$ cat config.mk
export PLATFORM = sky130hd
export DESIGN_NAME = lzc_pipe_flat
export DESIGN_NICKNAME = d
export VERILOG_FILES = /design/src/rtl/lzc_pkg.sv /design/src/rtl/lzc_pipe_if.sv /design/src/rtl/lzc_chunk.sv /design/src/rtl/lzc_pipe.sv /design/src/flat_wrapper.sv
export SDC_FILE = /design/constraint.sdc
export NUM_CORES = 1
export LEC_CHECK = 0
export ABC_AREA = 0
export BUFFER_PORTS_ARGS = -buffer_cell sky130_fd_sc_hd__buf_4
export CORE_MARGIN = 2
export CORE_UTILIZATION = 51
export CTS_BUF_LIST = sky130_fd_sc_hd__clkbuf_8
export CTS_CLUSTER_DIAMETER = 100
export DETAILED_ROUTE_END_ITERATION = 8
export PLACE_DENSITY = 0.83
export SYNTH_ARGS = -nofsm -noshare
export SYNTH_HDL_FRONTEND = slang
export SYNTH_HIERARCHICAL = 1
export SYNTH_SLANG_ARGS = --single-unit
$ cat constraint.sdc
create_clock -name clk -period 2.5 [get_ports clk]
set_clock_uncertainty 0.1 [all_clocks]
set_input_delay 0.5 -clock clk [delete_from_list [all_inputs] [get_ports clk]]
set_output_delay 0.5 -clock clk [all_outputs]
set_load 0.05 [all_outputs]
$ cat src/rtl/lzc_pkg.sv
// rtl/lzc_pkg.sv - shared widths, helper functions and stage-1 result type for lzc_pipe
package lzc_pkg;

    localparam int DEF_WIDTH = 128;
    localparam int DEF_CHUNK = 16;
    localparam int NCH       = DEF_WIDTH / DEF_CHUNK;

    // Local-count field width in the stored chunk result; covers CHUNK up to 256.
    localparam int LCW_MAX = 8;

    function automatic int lzc_clog2(input int n);
        int r = 0;
        while ((1 << r) < n) r = r + 1;
        return r;
    endfunction

    // Count width able to hold 0..w inclusive (w = all-zero word).
    function automatic int lzc_cw(input int w);
        return lzc_clog2(w + 1);
    endfunction

    // Local leading-zero count width for a w-bit chunk (0..w-1).
    function automatic int lzc_lcw(input int w);
        return lzc_clog2(w);
    endfunction

    typedef struct packed {
        logic               nz;
        logic [LCW_MAX-1:0] cnt;
    } chunk_res_t;

endpackage

$ cat src/rtl/lzc_pipe_if.sv
// rtl/lzc_pipe_if.sv - word/result handshake bundle for lzc_pipe (out_norm under LZC_PIPE_NORM_EN)
interface lzc_pipe_if
    import lzc_pkg::*;
#(
    parameter int WIDTH = 128,
    parameter int TAG_W = 8,
    localparam int CW   = lzc_cw(WIDTH)
);

    logic             in_valid;
    logic             in_ready;
    logic [WIDTH-1:0] in_data;
    logic [TAG_W-1:0] in_tag;
    logic             out_valid;
    logic             out_ready;
    logic [CW-1:0]    out_count;
    logic             out_zero;
    logic [TAG_W-1:0] out_tag;
`ifdef LZC_PIPE_NORM_EN
    logic [WIDTH-1:0] out_norm;
`endif

    modport master (
        output in_valid, in_data, in_tag, out_ready,
        input  in_ready, out_valid, out_count, out_zero, out_tag
`ifdef LZC_PIPE_NORM_EN
        , input out_norm
`endif
    );

    modport slave (
        input  in_valid, in_data, in_tag, out_ready,
        output in_ready, out_valid, out_count, out_zero, out_tag
`ifdef LZC_PIPE_NORM_EN
        , output out_norm
`endif
    );

endinterface

$ cat src/rtl/lzc_chunk.sv
// rtl/lzc_chunk.sv - combinational CHUNK-bit leading-zero counter with nonzero flag
module lzc_chunk
    import lzc_pkg::*;
#(
    parameter int CHUNK = 16,
    localparam int LCW  = lzc_lcw(CHUNK)
) (
    input  logic [CHUNK-1:0] data,
    output logic             nz,
    output logic [LCW-1:0]   count
);

    assign nz = |data;

    // Scan LSB to MSB so the highest set bit is written last and wins; zero chunk reports 0.
    always_comb begin
        count = '0;
        for (int i = 0; i < CHUNK; i++) begin
            if (data[i]) count = LCW'(CHUNK - 1 - i);
        end
    end

endmodule

$ cat src/rtl/lzc_pipe.sv
// rtl/lzc_pipe.sv - two-stage pipelined leading-zero counter; LZC_PIPE_NORM_EN adds out_norm
module lzc_pipe
    import lzc_pkg::*;
#(
    parameter int WIDTH = 128,
    parameter int CHUNK = 16,
    parameter int TAG_W = 8
) (
    input  logic       clk,
    input  logic       rst_n,
    lzc_pipe_if.slave  bus
);

    localparam int N_CH = WIDTH / CHUNK;
    localparam int CW   = lzc_cw(WIDTH);
    localparam int LCW  = lzc_lcw(CHUNK);

    // Chunk 0 is the most significant chunk; packed index g holds chunk g.
    chunk_res_t [N_CH-1:0] c_res;

    logic                  s1_valid;
    chunk_res_t [N_CH-1:0] s1_res;
    logic [TAG_W-1:0]      s1_tag;
`ifdef LZC_PIPE_NORM_EN
    logic [WIDTH-1:0]      s1_data;
    logic [WIDTH-1:0]      s2_norm;
    logic [WIDTH-1:0]      next_norm;
`endif

    logic                  s2_valid;
    logic [CW-1:0]         s2_count;
    logic                  s2_zero;
    logic [TAG_W-1:0]      s2_tag;

    logic                  s2_load;
    logic                  s1_load;
    logic                  in_fire;

    logic                  found;
    logic [CW-1:0]         k_sel;
    logic [CW-1:0]         next_count;

    genvar g;
    generate
        for (g = 0; g < N_CH; g++) begin : g_chunk
            logic           nz;
            logic [LCW-1:0] cnt;

            lzc_chunk #(.CHUNK(CHUNK)) u_chunk (
                .data  (bus.in_data[WIDTH-1-g*CHUNK -: CHUNK]),
                .nz    (nz),
                .count (cnt)
            );

            assign c_res[g].nz  = nz;
            assign c_res[g].cnt = LCW_MAX'(cnt);
        end
    endgenerate

    // A stage refills when it is empty or its contents move on this cycle.
    assign s2_load      = !s2_valid || bus.out_ready;
    assign s1_load      = !s1_valid || s2_load;
    assign in_fire      = bus.in_valid && s1_load;
    assign bus.in_ready = s1_load;

    // Pick the most significant nonzero chunk: scanning upward lets the lowest index win.
    always_comb begin
        found      = 1'b0;
        k_sel      = '0;
        next_count = CW'(WIDTH);
        for (int i = N_CH - 1; i >= 0; i--) begin
            if (s1_res[i].nz) begin
                found = 1'b1;
                k_sel = CW'(i);
            end
        end
        if (found) begin
            next_count = (k_sel << LCW) + CW'(s1_res[k_sel].cnt);
        end
    end

`ifdef LZC_PIPE_NORM_EN
    // Normalise by the final count; an all-zero word stays zero.
    always_comb begin
        next_norm = '0;
        if (found) next_norm = s1_data << next_count;
    end
`endif

    // Stage 1: capture per-chunk flags/counts and the tag on an accepted word.
    always_ff @(posedge clk or negedge rst_n) begin
        if (!rst_n) begin
            s1_valid <= 1'b0;
            s1_res   <= '0;
            s1_tag   <= '0;
`ifdef LZC_PIPE_NORM_EN
            s1_data  <= '0;
`endif
        end else if (s1_load) begin
            s1_valid <= bus.in_valid;
            if (in_fire) begin
                s1_res <= c_res;
                s1_tag <= bus.in_tag;
`ifdef LZC_PIPE_NORM_EN
                s1_data <= bus.in_data;
`endif
            end
        end
    end

    // Stage 2: combine chunk results into the final count; held while stalled.
    always_ff @(posedge clk or negedge rst_n) begin
        if (!rst_n) begin
            s2_valid <= 1'b0;
            s2_count <= '0;
            s2_zero  <= 1'b0;
            s2_tag   <= '0;
`ifdef LZC_PIPE_NORM_EN
            s2_norm  <= '0;
`endif
        end else if (s2_load) begin
            s2_valid <= s1_valid;
            if (s1_valid) begin
                s2_count <= next_count;
                s2_zero  <= !found;
                s2_tag   <= s1_tag;
`ifdef LZC_PIPE_NORM_EN
                s2_norm  <= next_norm;
`endif
            end
        end
    end

    assign bus.out_valid = s2_valid;
    assign bus.out_count = s2_count;
    assign bus.out_zero  = s2_zero;
    assign bus.out_tag   = s2_tag;
`ifdef LZC_PIPE_NORM_EN
    assign bus.out_norm  = s2_norm;
`endif

endmodule

$ cat src/flat_wrapper.sv
// flat-port wrapper written by rule: the top's interface ports become plain ports
module lzc_pipe_flat import lzc_pkg::*;
#(
    parameter int WIDTH = 128,
    parameter int CHUNK = 16,
    parameter int TAG_W = 8
)
  (clk, rst_n, bus_in_valid, bus_in_data, bus_in_tag, bus_out_ready, bus_in_ready, bus_out_valid, bus_out_count, bus_out_zero, bus_out_tag);
  lzc_pipe_if #(.WIDTH(WIDTH), .TAG_W(TAG_W)) bus_i ();
  input  logic clk;
  input  logic rst_n;
  input wire logic [$bits(bus_i.in_valid)-1:0] bus_in_valid;
  input wire logic [$bits(bus_i.in_data)-1:0] bus_in_data;
  input wire logic [$bits(bus_i.in_tag)-1:0] bus_in_tag;
  input wire logic [$bits(bus_i.out_ready)-1:0] bus_out_ready;
  output wire logic [$bits(bus_i.in_ready)-1:0] bus_in_ready;
  output wire logic [$bits(bus_i.out_valid)-1:0] bus_out_valid;
  output wire logic [$bits(bus_i.out_count)-1:0] bus_out_count;
  output wire logic [$bits(bus_i.out_zero)-1:0] bus_out_zero;
  output wire logic [$bits(bus_i.out_tag)-1:0] bus_out_tag;
  assign bus_i.in_valid = bus_in_valid;
  assign bus_i.in_data = bus_in_data;
  assign bus_i.in_tag = bus_in_tag;
  assign bus_i.out_ready = bus_out_ready;
  assign bus_in_ready = bus_i.in_ready;
  assign bus_out_valid = bus_i.out_valid;
  assign bus_out_count = bus_i.out_count;
  assign bus_out_zero = bus_i.out_zero;
  assign bus_out_tag = bus_i.out_tag;
  lzc_pipe #(.WIDTH(WIDTH), .CHUNK(CHUNK), .TAG_W(TAG_W)) u_core (.clk(clk), .rst_n(rst_n), .bus(bus_i));
endmodule
## After elaboration in Yosys (flattened, before gate mapping)

Index checks and enable logic that the tools add are counted.

- $add $sub $neg: 1
- Order comparisons: 1
- Mux-type cells: 147
- Reduce and logical (&&, ||, !) cells: 16

Operators by type and width:

| operator | number |
|---|---|
| 4-bit two-way mux | 128 |
| 16-bit OR reduction | 8 |
| 8-bit two-way mux | 9 |
| 9-bit binary-select mux with 3-bit select | 1 |
| 8-bit adder | 1 |
| 8-bit by 4-bit < comparator with 1-bit output (second input constant) | 1 |
| 1-bit two-way mux | 8 |
| 2-bit AND reduction | 2 |
| 1-bit logical NOT | 3 |
| 3-bit two-way mux | 1 |
| 1-bit logical OR | 2 |
| 1-bit logical AND | 1 |

- Register bits after elaboration: 67
- Input bits: 140
- Output and inout port bits: 19

## Depth between registers and ports, before layout

Gate-level depths: netlist of run 1.

- Depth after elaboration: 16
- Depth in mapped cells: 6
- Depth with buffers taken out: 5

## Modules after synthesis

The synthesis of run 1 kept the hierarchy.

Modules (own cells, without submodules):

| module | times used | cells an instance | area an instance (µm²) | seq. area each (µm²) |
|---|---|---|---|---|
| lzc_pipe | 1 | 197 | 2781.4 | 1651.6 |
| lzc_chunk | 8 | 34 | 176.4 | 0.0 |

## Worst setup path after synthesis of run 1

Ideal clock, no wire load.

- Kind: register -> register
- From: reg u_core.s2_valid (netlist: u_core/bus.out_valid)
- To: reg u_core/s1_res[0] in the netlist's numbering
- Library setup time: 0.125 ns
- Arrival time: 2.228 ns
- Required time: 2.275 ns
- Path slack: 0.047 ns
- Stages on the path, launching flop included: 6
- Buffers on the path: 2
- Cells stage by stage: dfrtp_1 -> nand3b_1 -> nand2_1 -> buf_2 -> buf_2 -> mux2_2

- Word-level cells in the longest chain between the ends: 5

RTL lines:

| what | RTL line | text |
|---|---|---|
| start, declared | lzc_pipe.sv:30 | `logic s2_valid;` |
| start signal, assigned | lzc_pipe.sv:122 | `s2_valid <= s1_valid;` |
| 1-bit logical NOT * | lzc_pipe.sv:61 | `assign s2_load = !s2_valid \|\| bus.out_ready;` |
| 1-bit logical OR * | lzc_pipe.sv:61 |  |
| 1-bit logical OR * | lzc_pipe.sv:62 | `assign s1_load = !s1_valid \|\| s2_load;` |
| net bus_in_ready | flat_wrapper.sv:16 | `output wire logic [$bits(bus_i.in_ready)-1:0] bus_in_ready;` |
| 1-bit logical AND | lzc_pipe.sv:63 | `assign in_fire = bus.in_valid && s1_load;` |
| 2-bit AND reduction (no line) * | n/a |  |
| end signal, assigned | lzc_pipe.sv:102 | `s1_res <= c_res;` |
| end, declared | lzc_pipe.sv:22 | `chunk_res_t [N_CH-1:0] s1_res;` |

The timed path passes the listed nets; every way through them passes the cells marked *.
A chain may end at the register's enable or synchronous reset.

## Worst setup path in the final report of run 1

- From: reg u_core/s1_res[62] in the netlist's numbering
- To: reg u_core.s2_count[1] (netlist: u_core/bus.out_count[1])

- Word-level cells in the longest chain between the ends: 11

RTL lines:

| what | RTL line | text |
|---|---|---|
| 8-bit two-way mux (7 in a row) | lzc_pipe.sv:72 | `if (s1_res[i].nz) begin` |
| 9-bit binary-select mux with 3-bit select | lzc_pipe.sv:78 | `next_count = (k_sel << LCW) + CW'(s1_res[k_sel].cnt);` |
| 8-bit two-way mux (not written as such) | lzc_pipe.sv:78 |  |
| 8-bit adder | lzc_pipe.sv:78 |  |
| 8-bit two-way mux * | lzc_pipe.sv:77 | `if (found) begin` |
| end signal, assigned | lzc_pipe.sv:124 | `s2_count <= next_count;` |
| end, declared | lzc_pipe.sv:31 | `logic [CW-1:0] s2_count;` |

Every way passes the cells marked *; elsewhere a longest branch is shown, timed or not. The select of a mux whose other input is x is not followed.

==> results of run 1 <==
## cells in the final DEF, fill, tap and decap left out
| master | instances |
|---|---|
| sky130_fd_sc_hd__a21oi_1 | 29 |
| sky130_fd_sc_hd__a221o_1 | 4 |
| sky130_fd_sc_hd__a221oi_1 | 4 |
| sky130_fd_sc_hd__a221oi_4 | 1 |
| sky130_fd_sc_hd__a22o_1 | 1 |
| sky130_fd_sc_hd__a31oi_1 | 17 |
| sky130_fd_sc_hd__and2_1 | 1 |
| sky130_fd_sc_hd__and3_1 | 8 |
| sky130_fd_sc_hd__buf_12 | 1 |
| sky130_fd_sc_hd__buf_4 | 159 |
| sky130_fd_sc_hd__bufinv_16 | 1 |
| sky130_fd_sc_hd__clkbuf_8 | 11 |
| sky130_fd_sc_hd__clkinv_2 | 1 |
| sky130_fd_sc_hd__dfrtp_1 | 66 |
| sky130_fd_sc_hd__inv_1 | 29 |
| sky130_fd_sc_hd__mux2_2 | 60 |
| sky130_fd_sc_hd__nand2_1 | 51 |
| sky130_fd_sc_hd__nand2_2 | 1 |
| sky130_fd_sc_hd__nand2b_1 | 16 |
| sky130_fd_sc_hd__nand2b_2 | 1 |
| sky130_fd_sc_hd__nand3_1 | 16 |
| sky130_fd_sc_hd__nand3b_1 | 2 |
| sky130_fd_sc_hd__nor2_1 | 60 |
| sky130_fd_sc_hd__nor2_2 | 9 |
| sky130_fd_sc_hd__nor3_1 | 9 |
| sky130_fd_sc_hd__nor4_1 | 9 |
| sky130_fd_sc_hd__nor4_2 | 8 |
| sky130_fd_sc_hd__nor4b_1 | 1 |
| sky130_fd_sc_hd__o2111ai_1 | 4 |
| sky130_fd_sc_hd__o21ai_0 | 19 |
| sky130_fd_sc_hd__o22ai_1 | 12 |
| sky130_fd_sc_hd__o311a_1 | 8 |
| sky130_fd_sc_hd__o31ai_1 | 9 |
| sky130_fd_sc_hd__or2b_1 | 1 |
| sky130_fd_sc_hd__or3_1 | 8 |
## layer usage
metal,track usage,vias to the layer above,share of wire
met4,0.105,0,0.019
li1,-,2053,-
met3,0.0343,17,0.057
met1,0.295,1929,0.42
met2,0.417,148,0.50
met5,0,-,0
## power breakdown
part / internal, W / total [W] / switching (W)
Sequential: 0.00118 / 0.00125 / 0.0000690
Clock: 0.000502 / 0.000874 / 0.000372
Combinational: 0.000375 / 0.000830 / 0.000455
## worst min-delay path by stage
stage	to	slack, ns	startpoint
2_1_floorplan	u_core/bus.out_count[0]	0.10	rst_n
3_3_place_gp	u_core/bus.out_count[6]	0.37	u_core/bus.out_count[6]
3_5_place_dp	u_core/bus.out_count[6]	0.39	u_core/bus.out_count[6]
4_1_cts	u_core/s1_tag[5]	0.16	rst_n
5_1_grt	u_core/s1_tag[5]	0.18	rst_n
6_report	u_core/s1_tag[5]	0.13	rst_n
## flip-flops by register name (all words and copies together), names as in the netlist
name                  count
u_core/s1_res            40
u_core/bus.out_count      8
u_core/s1_valid           1
u_core/bus.out_tag        8
u_core/s1_tag             8
u_core/bus.out_valid      1
## metrics by stage
step	area (µm²)	util	instances	setup slack, ns
6_report	5690	0.703	742	0.459
5_1_grt	5690	0.703	742	0.310
4_1_cts	5690	0.703	742	0.477
3_5_place_dp	5490	0.679	726	0.502
3_3_place_gp	5490	0.679	726	0.537
2_1_floorplan	4190	-	469	0.0474
## worst max-delay path, delay by kind of cell (launching register included)
kind             cells  cell delay (ns)
flip-flops           1             0.42
multiplexers         1             0.38
AO/OA/AOI/OAI        3             0.82
AND/OR/NAND/NOR      1             0.19
## final cells by class
cell class	count	area, µm²	area share
Multi-Input combinational cell	369	2400	0.421
Sequential cell	66	1650	0.290
Clock inverter	5	46.3	0.00814
Tap cell	105	131	0.0231
Clock buffer	11	151	0.0266
Inverter	26	97.6	0.0172
Timing Repair Buffer	160	1210	0.213
## cell families after synthesis
logic type,Yosys count
compound gates,108
buf+inv,34
mux,60
simple gates,201
flops,66
==> impl_table.tex, run 1 <==
\begin{tabular}{lr}
\hline
Metric & Value \\
\hline
\multicolumn{2}{l}{\textbf{Clocking}} \\
\quad CTS resizes & 0 \\
\quad Clock Tree Root & sky130\_fd\_sc\_hd\_\_clkbuf\_8 \\
\quad Inserted Clock Buffers & 9 \\
\quad Post-CTS clock slew at the launch and capture registers of the worst setup and hold paths & 0.07 ns \\
\quad TritonCTS clock tree & yes \\
\quad H-tree depth reported by CTS & 3 \\
\quad Total clock sinks & 66 \\
\quad Hold bufs inserted after CTS & 0 \\
\quad Clock network latency to the later pin of the worst-skew pair & 0.34 ns \\
\quad Max clock buf depth & 2 \\
\quad Post-CTS repair timing setup buffer count & 0 \\
\multicolumn{2}{l}{\textbf{Placement}} \\
\quad DPL Wire Length & 8.45 mm \\
\quad Global placement routability congestion & 0.861 \\
\quad Number of input and output port buffers inserted & 158 \\
\multicolumn{2}{l}{\textbf{Worst setup path}} \\
\quad R2R Path End & u\_core/bus.out\_count[1] \\
\quad Crit path to & u\_core/bus.out\_count[1] \\
\quad Arr. time, crit path & 2.15 ns \\
\quad Crit-path cells & nand2b\_1 -> a221oi\_4 -> mux2\_2 -> a221oi\_1 -> a21oi\_1 \\
\quad Kind of start point of the critical path & register \\
\quad Setup crit start & u\_core/s1\_res[62] \\
\quad Maximum fanout count along the critical path & 6 \\
\quad Worst reg-to-reg setup slack & 0.46 ns \\
\quad Start-to-end type of the worst setup path & register to register \\
\quad Origin of the critical flop-to-flop path & u\_core/s1\_res[62] \\
\quad Standard cell with the maximum stage delay on the critical path & sky130\_fd\_sc\_hd\_\_dfrtp\_1 \\
\quad Max incr delay on CP & 0.42 ns \\
\quad Depth of the most critical reg-to-reg path & 5 \\
\quad Nature of the critical path endpoint & register \\
\quad Critical path data required time & 2.61 ns \\
\multicolumn{2}{l}{\textbf{Detailed routing}} \\
\quad 1st-iter DRT viols & 177 \\
\quad Total number of vias & 4,147 \\
\quad Average vias per placed instance & 5.59 \\
\quad WL final & 10.6 mm \\
\quad Routed length per instance & 14.3 µm \\
\quad Number of nets with antenna violations after detailed routing & 0 \\
\quad TritonRoute pass-1 iters & 5 \\
\quad Number of remaining DRC errors & 0 \\
\multicolumn{2}{l}{\textbf{Power and ir drop}} \\
\quad Power per cell area & 519 mW/mm² \\
\quad Power after layout & 0.00295 W \\
\quad Leak pwr & 2.64 nW \\
\quad Worst VDD drop & 0.211 mV \\
\multicolumn{2}{l}{\textbf{Timing}} \\
\quad Final hold violations & 0 \\
\quad Slew Limit Fails & 0 \\
\quad Portion of the clock cycle consumed by the worst path in the final layout & 0.816 \\
\quad Setup tns final & 0 ns \\
\quad Final number of setup-violating endpoints & 0 \\
\quad Worst-case hold slack & 0.126 ns \\
\quad Slew at the pin with the worst max-slew slack & 0.788 ns \\
\quad Unrepaired setup endpoints after global routing & no \\
\quad Achievable Freq & 490 MHz \\
\quad Worst slew slack as a fraction of its limit & 0.475 \\
\quad Final critical path time including I/O delays and setup & 2.04 ns \\
\multicolumn{2}{l}{\textbf{Run}} \\
\quad Max-cap violations & 0 \\
\multicolumn{2}{l}{\textbf{Synthesis}} \\
\quad Post-synth top area cell & sky130\_fd\_sc\_hd\_\_dfrtp\_1 \\
\quad Most instantiated flip-flop cell in the synthesis netlist & sky130\_fd\_sc\_hd\_\_dfrtp\_1 \\
\quad Register bit total from synthesis & 66 \\
\quad Count of mapped cells out of synthesis & 469 \\
\quad Count of cell types in the netlist & 32 \\
\quad Mapped cell area & 0.00419 mm² \\
\quad Share of the synthesized netlist area taken by xor and xnor gates & 0 \\
\quad Mean cell area of the mapped netlist & 8.94 µm² \\
\quad Top cells by instance count after synthesis & sky130\_fd\_sc\_hd\_\_dfrtp\_1 (66), sky130\_fd\_sc\_hd\_\_mux2\_2 (60), sky130\_fd\_sc\_hd\_\_nor2\_1 (60) \\
\quad Share of flip-flops with an asynchronous set or reset after synthesis & 1.00 \\
\quad Cell types with the largest area share after synthesis & sky130\_fd\_sc\_hd\_\_dfrtp\_1 (39\%), sky130\_fd\_sc\_hd\_\_mux2\_2 (16\%), sky130\_fd\_sc\_hd\_\_nor2\_1 (5.4\%) \\
\quad Sequential share of the synthesized area & 0.394 \\
\quad Mux contribution to synthesized area & 0.161 \\
\quad Cell with the most instances after synthesis & sky130\_fd\_sc\_hd\_\_dfrtp\_1 \\
\quad Synthesis warning total & 6 \\
\quad Count of flip-flops with a built-in enable after synthesis & 0 \\
\quad Dominant combinational cell family by area after synthesis & simple AND/OR/NAND/NOR gates \\
\quad Synthesized-area fraction occupied by ao, oa, aoi and oai cells & 0.170 \\
\quad Synth Net Count & 609 \\
\quad Share of Yosys cell area claimed by the top area cell type & 0.394 \\
\quad Arithmetic-cell share of the synthesized area counting full adders, half adders and majority gates & 0 \\
\quad Synthesized-area fraction occupied by and/or/nand/nor cells & 0.240 \\
\multicolumn{2}{l}{\textbf{Cells and area}} \\
\quad Diode insertion count for antenna repair & 0 \\
\quad Nets & 772 \\
\quad Synth-to-Final Area Change & 35.7\% \\
\quad Share of layout cells above drive strength 1 & 0.397 \\
\quad Total of fill cells in the finished design & 646 \\
\multicolumn{2}{l}{\textbf{Global route}} \\
\quad Total congestion overflow after global routing & 0 \\
\quad Initial antenna violation count & 0 \\
\quad Wire length of the first global-routing pass & 17.1 mm \\
\quad Number of global-route vias before repair & 4,034 \\
\quad Tot GR Track Use & 0.239 \\
\quad Pin count of the biggest net entering global routing & 67 \\
\multicolumn{2}{l}{\textbf{Floorplan}} \\
\quad Number of placed I/O pins & 159 \\
\quad Initial cell density of the core & 0.518 \\
\quad Die Span X & 94.7 µm \\
\quad DIE AREA & 0.00896 mm² \\
\quad Die Y & 94.7 µm \\
\quad Area inside the core boundary & 0.00809 mm² \\
\quad Site Rows & 33 \\
\multicolumn{2}{l}{\textbf{Status}} \\
\quad Outcome & completed \\
\multicolumn{2}{l}{\textbf{Hold path}} \\
\quad Type of the worst min-delay path & input port to asynchronous set/reset pin \\
\hline
\end{tabular}
Note: power is estimated with default switching activity, not from simulation.
==> run 2: changes to the inputs <==
Settings changed: ABC_AREA 0 to 1, CORE_UTILIZATION 51 to 52.
Clock period 2.5 ns to 2 ns, I/O delays scaled along.
==> impl_table.tex, run 2 <==
\begin{tabular}{lr}
\hline
Metric & Value \\
\hline
\multicolumn{2}{l}{\textbf{Status}} \\
\quad Outcome & completed \\
\multicolumn{2}{l}{\textbf{Worst setup path}} \\
\quad Nature of the critical path endpoint & register \\
\quad Critical path's top delay family & simple AND/OR/NAND/NOR gates \\
\quad Maximum fanout count along the critical path & 9 \\
\quad Standard cell with the maximum stage delay on the critical path & sky130\_fd\_sc\_hd\_\_dfrtp\_1 \\
\quad Critical path data required time & 2.13 ns \\
\quad Crit path buffers/inverters & 2 \\
\quad Max incr delay on CP & 0.40 ns \\
\quad Origin of the critical flop-to-flop path & u\_core/s1\_res[44] \\
\quad Depth of the most critical reg-to-reg path & 8 \\
\quad R2R Path End & u\_core/bus.out\_count[0] \\
\quad Kind of start point of the critical path & register \\
\quad Start-to-end type of the worst setup path & register to register \\
\quad Arr. time, crit path & 1.87 ns \\
\quad Worst reg-to-reg setup slack & 0.26 ns \\
\quad Crit-path cells & inv\_1 -> nand3\_1 -> a31oi\_4 -> inv\_2 -> nand3\_1 -> nand3\_1 -> nand3\_1 -> nand2\_1 \\
\quad Worst path most repeated cell & sky130\_fd\_sc\_hd\_\_nand3\_1 \\
\multicolumn{2}{l}{\textbf{Timing}} \\
\quad Unrepaired setup endpoints after global routing & no \\
\quad Slew at the pin with the worst max-slew slack & 0.478 ns \\
\quad Slew Limit Fails & 0 \\
\quad Final hold violations & 0 \\
\quad Final critical path time including I/O delays and setup & 1.74 ns \\
\quad Achievable Freq & 574 MHz \\
\quad Setup tns final & 0 ns \\
\quad Final number of setup-violating endpoints & 0 \\
\quad Worst slew slack as a fraction of its limit & 0.681 \\
\quad Portion of the clock cycle consumed by the worst path in the final layout & 0.871 \\
\multicolumn{2}{l}{\textbf{Synthesis}} \\
\quad Cell types with the largest area share after synthesis & sky130\_fd\_sc\_hd\_\_dfrtp\_1 (36\%), sky130\_fd\_sc\_hd\_\_nand2\_1 (14\%), sky130\_fd\_sc\_hd\_\_nand3\_1 (9.0\%) \\
\quad Synthesis warning total & 6 \\
\quad Mapped cell area & 0.00456 mm² \\
\quad Count of flip-flops with a built-in enable after synthesis & 0 \\
\quad Count of cell types in the netlist & 24 \\
\quad Post-synth top area cell & sky130\_fd\_sc\_hd\_\_dfrtp\_1 \\
\quad Register bit total from synthesis & 66 \\
\quad Mean cell area of the mapped netlist & 6.47 µm² \\
\quad Most instantiated flip-flop cell in the synthesis netlist & sky130\_fd\_sc\_hd\_\_dfrtp\_1 \\
\quad Sequential share of the synthesized area & 0.362 \\
\quad Top cells by instance count after synthesis & sky130\_fd\_sc\_hd\_\_nand2\_1 (173), sky130\_fd\_sc\_hd\_\_inv\_1 (103), sky130\_fd\_sc\_hd\_\_nand3\_1 (82) \\
\quad Share of flip-flops with an asynchronous set or reset after synthesis & 1.00 \\
\quad Synth Net Count & 845 \\
\quad Count of mapped cells out of synthesis & 705 \\
\quad Cell with the most instances after synthesis & sky130\_fd\_sc\_hd\_\_nand2\_1 \\
\quad Share of Yosys cell area claimed by the top area cell type & 0.362 \\
\multicolumn{2}{l}{\textbf{Cells and area}} \\
\quad Total of fill cells in the finished design & 716 \\
\quad Register name with the most flops & u\_core/s1\_res \\
\quad Commonest cells after routing, fill and taps aside & sky130\_fd\_sc\_hd\_\_nand2\_1 (172), sky130\_fd\_sc\_hd\_\_buf\_4 (162), sky130\_fd\_sc\_hd\_\_inv\_1 (104) \\
\quad Diode insertion count for antenna repair & 0 \\
\quad Storage element area & 0.00165 mm² \\
\quad Area of the multi-input gates & 0.00225 mm² \\
\quad Commonest non-fill, non-tap cell in the layout & sky130\_fd\_sc\_hd\_\_nand2\_1 \\
\quad Share of layout cells above drive strength 1 & 0.304 \\
\quad Nets & 1,008 \\
\quad Flip-flop count of the largest register after layout & 40 \\
\quad Synth-to-Final Area Change & 34.1\% \\
\quad Post-Layout Cell Count & 980 \\
\quad Design Area, Final & 0.00611 mm² \\
\multicolumn{2}{l}{\textbf{Clocking}} \\
\quad Max clock buf depth & 2 \\
\quad Post-CTS clock slew at the launch and capture registers of the worst setup and hold paths & 0.07 ns \\
\quad CTS resizes & 0 \\
\quad H-tree depth reported by CTS & 3 \\
\quad Clock Tree Root & sky130\_fd\_sc\_hd\_\_clkbuf\_8 \\
\quad Hold bufs inserted after CTS & 1 \\
\quad Inserted Clock Buffers & 9 \\
\quad TritonCTS clock tree & yes \\
\quad Post-CTS repair timing setup buffer count & 0 \\
\quad Clock network latency to the later pin of the worst-skew pair & 0.34 ns \\
\quad Total clock sinks & 66 \\
\multicolumn{2}{l}{\textbf{Power and ir drop}} \\
\quad Worst VDD drop & 0.353 mV \\
\quad Leak pwr & 3.41 nW \\
\quad Power per cell area & 658 mW/mm² \\
\quad Power after layout & 0.00403 W \\
\multicolumn{2}{l}{\textbf{Floorplan}} \\
\quad Area inside the core boundary & 0.00859 mm² \\
\quad Number of placed I/O pins & 159 \\
\quad Die Y & 97.7 µm \\
\quad DIE AREA & 0.00954 mm² \\
\quad Die Span X & 97.7 µm \\
\quad Site Rows & 34 \\
\quad Initial cell density of the core & 0.531 \\
\multicolumn{2}{l}{\textbf{Hold path}} \\
\quad Endpoint of the worst hold-timing path & u\_core/s1\_tag[4] \\
\quad Hold Path Origin & bus\_in\_tag[4] \\
\quad Type of the worst min-delay path & input port to register \\
\quad Hold depth & 3 \\
\multicolumn{2}{l}{\textbf{Placement}} \\
\quad DPL Wire Length & 8.95 mm \\
\quad Number of input and output port buffers inserted & 158 \\
\quad Global placement routability congestion & 0.886 \\
\quad Cells after DPL & 964 \\
\quad Cell area after placement & 0.00590 mm² \\
\multicolumn{2}{l}{\textbf{Detailed routing}} \\
\quad Number of remaining DRC errors & 0 \\
\quad Total number of vias & 4,913 \\
\quad Number of nets with antenna violations after detailed routing & 0 \\
\quad Average vias per placed instance & 5.01 \\
\quad WL final & 11.2 mm \\
\quad Routed length per instance & 11.4 µm \\
\quad TritonRoute pass-1 iters & 5 \\
\quad 1st-iter DRT viols & 193 \\
\multicolumn{2}{l}{\textbf{Run}} \\
\quad Max-cap violations & 0 \\
\multicolumn{2}{l}{\textbf{Global route}} \\
\quad Total congestion overflow after global routing & 0 \\
\quad Number of global-route vias before repair & 4,798 \\
\quad Initial antenna violation count & 0 \\
\quad Tot GR Track Use & 0.240 \\
\quad Wire length of the first global-routing pass & 19.3 mm \\
\quad Pin count of the biggest net entering global routing & 53 \\
\hline
\end{tabular}
## run 2: cell types whose count changed after synthesis, moves of 12 or more
| cell | before | now |
|---|---|---|
| sky130_fd_sc_hd__nor2_1 | 60 | 73 |
| sky130_fd_sc_hd__inv_2 | 0 | 53 |
| sky130_fd_sc_hd__mux2_2 | 60 | 16 |
| sky130_fd_sc_hd__a21oi_1 | 29 | 50 |
| sky130_fd_sc_hd__a31oi_1 | 17 | 0 |
| sky130_fd_sc_hd__nand2_1 | 52 | 173 |
| sky130_fd_sc_hd__inv_1 | 26 | 103 |
| sky130_fd_sc_hd__nand2b_1 | 16 | 0 |
| sky130_fd_sc_hd__o22ai_1 | 12 | 0 |
| sky130_fd_sc_hd__nand3_1 | 16 | 82 |
| sky130_fd_sc_hd__nor3_1 | 9 | 25 |
## run 2: cell type report
type	count	share of cell area
inverters	156	0.0958
flip-flops and latches	66	0.270
clock inverters	3	0.00634
repair buffers	166	0.210
multi-input cells	469	0.368
clock buffers	12	0.0270
well taps	108	0.0221
## run 2: where the power goes
part           switching (W)  total, W  leakage (nW)  internal (W)
Sequential         0.0000901   0.00160         0.790       0.00151
Clock               0.000464   0.00113         0.110      0.000664
Combinational       0.000787   0.00130          2.51      0.000509
Total                0.00134   0.00403          3.41       0.00268
## run 2: kinds of logic after synthesis
| family | synth area share |
|---|---|
| DFF | 0.362 |
| buffers and inverters | 0.147 |
| muxes | 0.0395 |
| and+or+nand+nor | 0.364 |
| AOI/OAI and AO/OA | 0.0870 |
## run 2: worst max-delay path by stage
| stage | cells past startpoint | from | endpoint |
|---|---|---|---|
| final | 8 | u_core/s1_res[44] | u_core/bus.out_count[0] |
| after global routing | 12 | u_core/s1_res[44] | u_core/bus.out_count[1] |
| after CTS | 12 | u_core/s1_res[44] | u_core/bus.out_count[2] |
| after detailed placement | 9 | bus_in_data[81] | u_core/s1_res[19] |
| after global placement | 5 | bus_in_data[81] | u_core/s1_res[21] |
| after floorplan | 4 | u_core/bus.out_valid | u_core/s1_res[28] |
## run 2: worst reg2reg max path: stages (launching register included)
cell	delay, ns
sky130_fd_sc_hd__dfrtp_1	0.40
sky130_fd_sc_hd__inv_1	0.14
sky130_fd_sc_hd__nand3_1	0.14
sky130_fd_sc_hd__a31oi_4	0.29
sky130_fd_sc_hd__inv_2	0.15
sky130_fd_sc_hd__nand3_1	0.12
sky130_fd_sc_hd__nand3_1	0.11
sky130_fd_sc_hd__nand3_1	0.12
sky130_fd_sc_hd__nand2_1	0.06
## run 2: metal layers
metal  vias up  routed length [µm]  global-route usage
met5         -                   0                   0
met4         0                 104              0.0502
met3        10                 654              0.0525
met2       151                5810               0.458
met1      2235                4590               0.274
li1       2517                   -                   -
## run 2: stage by stage
stage          hold slack [ns]  setup WS, ns  utilization
2_1_floorplan          0.00441       0.00255            -
3_3_place_gp             0.287         0.295        0.687
3_5_place_dp             0.290         0.225        0.687
4_1_cts                  0.204         0.313        0.712
5_1_grt                  0.206        0.0925        0.712
6_report                 0.214         0.258        0.712
